[src/rtl/muldiv_seq_unit.sv]
// Sequential RV32M/RV64M multiply/divide unit: shift-add multiplier, restoring divider.
// Optional build macro MULDIV_FAST_MUL_EN selects a two-cycle full-width multiplier.
module muldiv_seq_unit #(
    parameter int XLEN  = 32,
    parameter int TAG_W = 5
) (
    input  logic             CLK,
    input  logic             RESET,
    input  logic             FLUSH,
    input  logic             IN_VALID,
    output logic             IN_READY,
    input  logic [2:0]       OP,
    input  logic [XLEN-1:0]  DATA1,
    input  logic [XLEN-1:0]  DATA2,
    input  logic [TAG_W-1:0] IN_TAG,
    output logic             OUT_VALID,
    input  logic             OUT_READY,
    output logic [XLEN-1:0]  RESULT,
    output logic [TAG_W-1:0] OUT_TAG,
    output logic             BUSY
);

    localparam int CNT_W = $clog2(XLEN);

    typedef enum logic [1:0] {IDLE, CALC, DONE} state_t;

    state_t            state;
    logic [2:0]        op_q;
    logic [XLEN-1:0]   mag_a;
    logic [XLEN-1:0]   mag_b;
    logic              res_neg;
    logic [TAG_W-1:0]  tag_q;
    logic [CNT_W-1:0]  cnt;
    logic [2*XLEN-1:0] acc;
    logic              out_valid_q;
    logic [XLEN-1:0]   result_q;
    logic [TAG_W-1:0]  out_tag_q;

    logic              sgn_a, sgn_b, a_neg, b_neg, neg_in;
    logic [XLEN-1:0]   a_mag, b_mag, early_res;
    logic              div0, ovf;
    logic [XLEN:0]     div_trial, div_diff;
    logic              div_ge;
    logic [2*XLEN-1:0] acc_step, prod, prod_s;
    logic [XLEN-1:0]   quo, rem, final_res;
`ifndef MULDIV_FAST_MUL_EN
    logic [XLEN:0]     mul_sum;
`endif

    assign IN_READY  = (state == IDLE) && !RESET;
    assign BUSY      = (state != IDLE);
    assign OUT_VALID = out_valid_q;
    assign RESULT    = result_q;
    assign OUT_TAG   = out_tag_q;

    // Operand decode at accept: magnitudes, result sign and divide early-outs.
    always_comb begin
        sgn_a     = (OP == 3'b001) || (OP == 3'b010) || (OP == 3'b100) || (OP == 3'b110);
        sgn_b     = (OP == 3'b001) || (OP == 3'b100) || (OP == 3'b110);
        a_neg     = sgn_a && DATA1[XLEN-1];
        b_neg     = sgn_b && DATA2[XLEN-1];
        a_mag     = a_neg ? -DATA1 : DATA1;
        b_mag     = b_neg ? -DATA2 : DATA2;
        neg_in    = (OP == 3'b110) ? a_neg : (a_neg ^ b_neg);
        div0      = OP[2] && (DATA2 == '0);
        ovf       = OP[2] && !OP[0] && (DATA1 == {1'b1, {(XLEN-1){1'b0}}}) && (DATA2 == '1);
        early_res = '0;
        if (div0)
            early_res = OP[1] ? DATA1 : '1;
        else if (!OP[1])
            early_res = DATA1;
    end

    // One iteration step; acc holds {product_hi, multiplier} or {remainder, dividend/quotient}.
    always_comb begin
        div_trial = {acc[2*XLEN-1:XLEN], acc[XLEN-1]};
        div_diff  = div_trial - {1'b0, mag_b};
        div_ge    = (div_trial >= {1'b0, mag_b});
`ifdef MULDIV_FAST_MUL_EN
        if (op_q[2])
            acc_step = {div_ge ? div_diff[XLEN-1:0] : div_trial[XLEN-1:0], acc[XLEN-2:0], div_ge};
        else
            acc_step = (2*XLEN)'(mag_a) * (2*XLEN)'(mag_b);
        prod = acc;
`else
        mul_sum = {1'b0, acc[2*XLEN-1:XLEN]} + (acc[0] ? {1'b0, mag_a} : '0);
        if (op_q[2])
            acc_step = {div_ge ? div_diff[XLEN-1:0] : div_trial[XLEN-1:0], acc[XLEN-2:0], div_ge};
        else
            acc_step = {mul_sum, acc[XLEN-1:1]};
        prod = acc_step;
`endif
        prod_s = res_neg ? -prod : prod;
        quo    = acc_step[XLEN-1:0];
        rem    = acc_step[2*XLEN-1:XLEN];
        if (op_q[2])
            final_res = op_q[1] ? (res_neg ? -rem : rem) : (res_neg ? -quo : quo);
        else
            final_res = (op_q[1:0] == 2'b00) ? prod_s[XLEN-1:0] : prod_s[2*XLEN-1:XLEN];
    end

    always_ff @(posedge CLK or posedge RESET) begin
        if (RESET) begin
            state       <= IDLE;
            op_q        <= '0;
            mag_a       <= '0;
            mag_b       <= '0;
            res_neg     <= 1'b0;
            tag_q       <= '0;
            cnt         <= '0;
            acc         <= '0;
            out_valid_q <= 1'b0;
            result_q    <= '0;
            out_tag_q   <= '0;
        end else if (FLUSH) begin
            state       <= IDLE;
            out_valid_q <= 1'b0;
        end else begin
            case (state)
                IDLE: begin
                    if (IN_VALID) begin
                        op_q    <= OP;
                        mag_a   <= a_mag;
                        mag_b   <= b_mag;
                        res_neg <= neg_in;
                        tag_q   <= IN_TAG;
                        if (div0 || ovf) begin
                            state     <= DONE;
                            result_q  <= early_res;
                            out_tag_q <= IN_TAG;
                        end else begin
                            state <= CALC;
                            acc   <= OP[2] ? {{XLEN{1'b0}}, a_mag} : {{XLEN{1'b0}}, b_mag};
`ifdef MULDIV_FAST_MUL_EN
                            cnt   <= OP[2] ? CNT_W'(XLEN-1) : CNT_W'(1);
`else
                            cnt   <= CNT_W'(XLEN-1);
`endif
                        end
                    end
                end
                CALC: begin
                    acc <= acc_step;
                    cnt <= cnt - 1'b1;
                    if (cnt == '0) begin
                        state       <= DONE;
                        out_valid_q <= 1'b1;
                        result_q    <= final_res;
                        out_tag_q   <= tag_q;
                    end
                end
                DONE: begin
                    // Early-out enters DONE with OUT_VALID low; it rises one edge later.
                    if (out_valid_q && OUT_READY) begin
                        state       <= IDLE;
                        out_valid_q <= 1'b0;
                    end else begin
                        out_valid_q <= 1'b1;
                    end
                end
                default: state <= IDLE;
            endcase
        end
    end

endmodule

[config.mk]
export PLATFORM = sky130hd
export DESIGN_NAME = muldiv_seq_unit
export DESIGN_NICKNAME = d
export VERILOG_FILES = /design/src/rtl/muldiv_seq_unit.sv
export SDC_FILE = /design/constraint.sdc
export NUM_CORES = 1
export LEC_CHECK = 0
export BUFFER_PORTS_ARGS = -buffer_cell sky130_fd_sc_hd__buf_2
export CAP_MARGIN = 20
export CORE_MARGIN = 2
export CORE_UTILIZATION = 35
export DETAILED_ROUTE_END_ITERATION = 16
export GPL_TIMING_DRIVEN = 0
export PLACE_DENSITY_LB_ADDON = 0.3
export SLEW_MARGIN = 20
export SYNTH_ARGS = -nofsm -noshare
export SYNTH_HDL_FRONTEND = slang
export SYNTH_SLANG_ARGS = --single-unit
[constraint.sdc]
create_clock -name CLK -period 6.46 [get_ports CLK]
set_clock_uncertainty 0.2 [all_clocks]
set_input_delay 0.969 -clock CLK [delete_from_list [all_inputs] [get_ports CLK]]
set_output_delay 0.969 -clock CLK [all_outputs]
set_load 0.02 [all_outputs]
==> metrics.csv <==
metric,value,unit
clock-sinks,182,
grt_usage,31.8,%
min_period_over_period,97.3,%
place_inst,3138,
p_per_area,358,nW/um^2
synth_top_area_cell,dfrtp_1,
crit_path_end_kind,register,
period_minus_slack,6290,ps
p_leak,8.25,nW
first_pass_iters,6,
wl_per_cell,26.9,microns
ys.flop_type,dfrtp_1,
drv_slew,0,
drive_above_1_share,10.2,%
antenna_found_initial,1,
yosysTopAreaCellShare,25.6,%
min_from,RESULT[3],
pin_count,117,
startpoint,acc[38],
syn_area,17800,sq um
path_class,reg2reg,
crit_slowest_cell,or4_4,
async_flop_share,100,%
crit_arrival,6430,ps
rows,82,
peakVddDrop,0.222,mV
tightest_slew,1190,ps
fin_cells,3171,
synth.distinct_cells,103,
syn-instance-count,2352,
setup_viol,0,
dieWidth,230,microns
grt-ovfl-total,0,
synth_most_common_cell,nand2_1,
hold_path_class,reg2reg,
rr_startpoint,acc[38],
cap_violations,0,
grt_pass1_vias,18233,
cts_hold_buf,0,
fin_nets,2635,
dp_hpwl,69900,microns
grt_max_degree,102,
cp_data_required_time,6610,ps
max_clock_freq,159,MHz
synth_edf_count,0,
route.detailed.drc,0,
n_fill_cell,5221,
cts_max_path_buffers,2,
htree_levels,4,
dieArea,52700,sq um
avgSynthCellArea,7.57,sq um
place_congestion,1.04,
cp_num_buf_inv,2,
rsz0062_at_grt,no,
synthTopCellsByArea,"dfrtp_1 26%, a21oi_1 6.1%, nand2_1 5.6%",
crit_chain,"ha_1, buf_2, nand2_1, o21ai_2, a221o_1, o21a_1, nor4_4, nor2_1, inv_1, ha_1, o21ai_0, or4_4, or4_4, nand2b_1, or3_4, o31ai_1, xor2_1, a22o_1, a21oi_1, o21ai_0",
finalPower,0.00714,W
clkSlewWorstSetupHoldPaths,100,ps
hold_violations,0,
drt_iter0_drc,2318,
grt_pass1_wl,123000,microns
final_antenna_net_count,0,
cts_tree,built,
status,completed,
drt-vias-per-instance,6.15,
coreArea,50200,sq um
cp-start-kind,register,
initial_core_util,35.5,%
max_stage_delay,560,ps
ys_warn_count,0,
synth.net_count,2502,
area_delta_synth_final,12.1,%
relSlewSlack,20.5,%
worstPathMaxFanout,10,
port_buffers,113,
die-height,230,microns
clockRootBuffer,clkbuf_16,
wl,85400,microns
path_delay_family,simple AND/OR/NAND/NOR gates,
ys_seq_area_share,25.6,%
ys_ff_latch,182,
netlist_top_cells_count,"265 x nand2_1, 258 x nor2_1, 218 x a21oi_1, 192 x o21ai_0, 182 x dfrtp_1",
vias,19504,
clock_latency,490,ps
cts_buffers,17,
[metal layers]
metal | up-vias | GRT usage [%] | part of all wire [%]
met5 | - | 0 | 0
met4 | 0 | 15.0 | 5.2
met3 | 174 | 8.73 | 11
met2 | 1111 | 47.0 | 43
met1 | 9452 | 42.7 | 42
li1 | 8767 | - | -
[cell type report]
| class | count | area (sq um) | share of cell area [%] |
|---|---|---|---|
| multi-input cells | 1948 | 12400 | 62.3 |
| flip-flops and latches | 182 | 4550 | 22.8 |
| well taps | 672 | 841 | 4.21 |
| repair buffers | 116 | 608 | 3.05 |
| plain buffers | 132 | 564 | 2.83 |
| clock buffers | 17 | 425 | 2.13 |
| inverters | 88 | 338 | 1.69 |
| clock inverters | 15 | 199 | 0.997 |
| diodes | 1 | 2.50 | 0.0125 |
[power by group]
group | internal [W] | switching [W]
combinational | 0.00142 | 0.00295
sequential | 0.00135 | 0.000279
clock | 0.000534 | 0.000608
total | 0.00331 | 0.00383
[worst min-delay path: stages (launching register included)]
cell,delay (ps)
dfrtp_1,350
nand2_1,50
nand3_1,60
[cell families after synthesis]
family / synth area share [%]
multiplexers: 4.80
buffers and inverters: 5.07
XOR/XNOR: 8.22
flip-flops: 25.6
AO/OA/AOI/OAI: 26.4
AND/OR/NAND/NOR: 23.1
adder cells (fa/ha/maj): 6.79
[metrics by stage]
step,hold slack (ps),worst slack (ps),area [sq um],setup TNS [ps],util [%]
final,287,173,20000,0,39.8
after global routing,310,19.8,20000,0,39.8
after CTS,291,114,19900,0,39.7
after detailed placement,273,-721,19300,-7050,38.4
after global placement,267,-2130,19200,-394090,38.3
after floorplan,270,347,17800,0,-
[final timing paths]
path	to	slack [ps]	cells after the start
max	RESULT[4]	170	20
min in group asynchronous	tag_q[3]	390	2
max reg2reg	RESULT[4]	170	20
min	RESULT[3]	290	2
min reg2reg	RESULT[3]	290	2
max in group asynchronous	mag_b[17]	4710	3
[sequential cells by signal, summed over array words and instances, names as in the netlist]
register / count
state: 2
res_neg: 1
acc: 64
OUT_TAG: 5
op_q: 3
mag_b: 32
mag_a: 32
OUT_VALID: 1
RESULT: 32
cnt: 5
tag_q: 5
[cells in the final DEF, fill, tap and decap left out, types with 64 or more instances in the layout]
master	count
a21oi_1	218
buf_2	128
clkbuf_1	91
dfrtp_1	182
ha_1	70
inv_1	82
mux2i_1	64
nand2_1	264
nor2_1	257
nor3_1	67
o21ai_0	192
xnor2_1	97
xor2_1	70
[repair_timing]
item / CTS / global route
pin swaps: 1 / 2
endpoints found under the setup margin: 16 / 16
resized for setup: 5 / 10
buffers inserted: 1 / 1
endpoints found under the hold margin: 0 / 0
(Power assumes the default switching activity.)
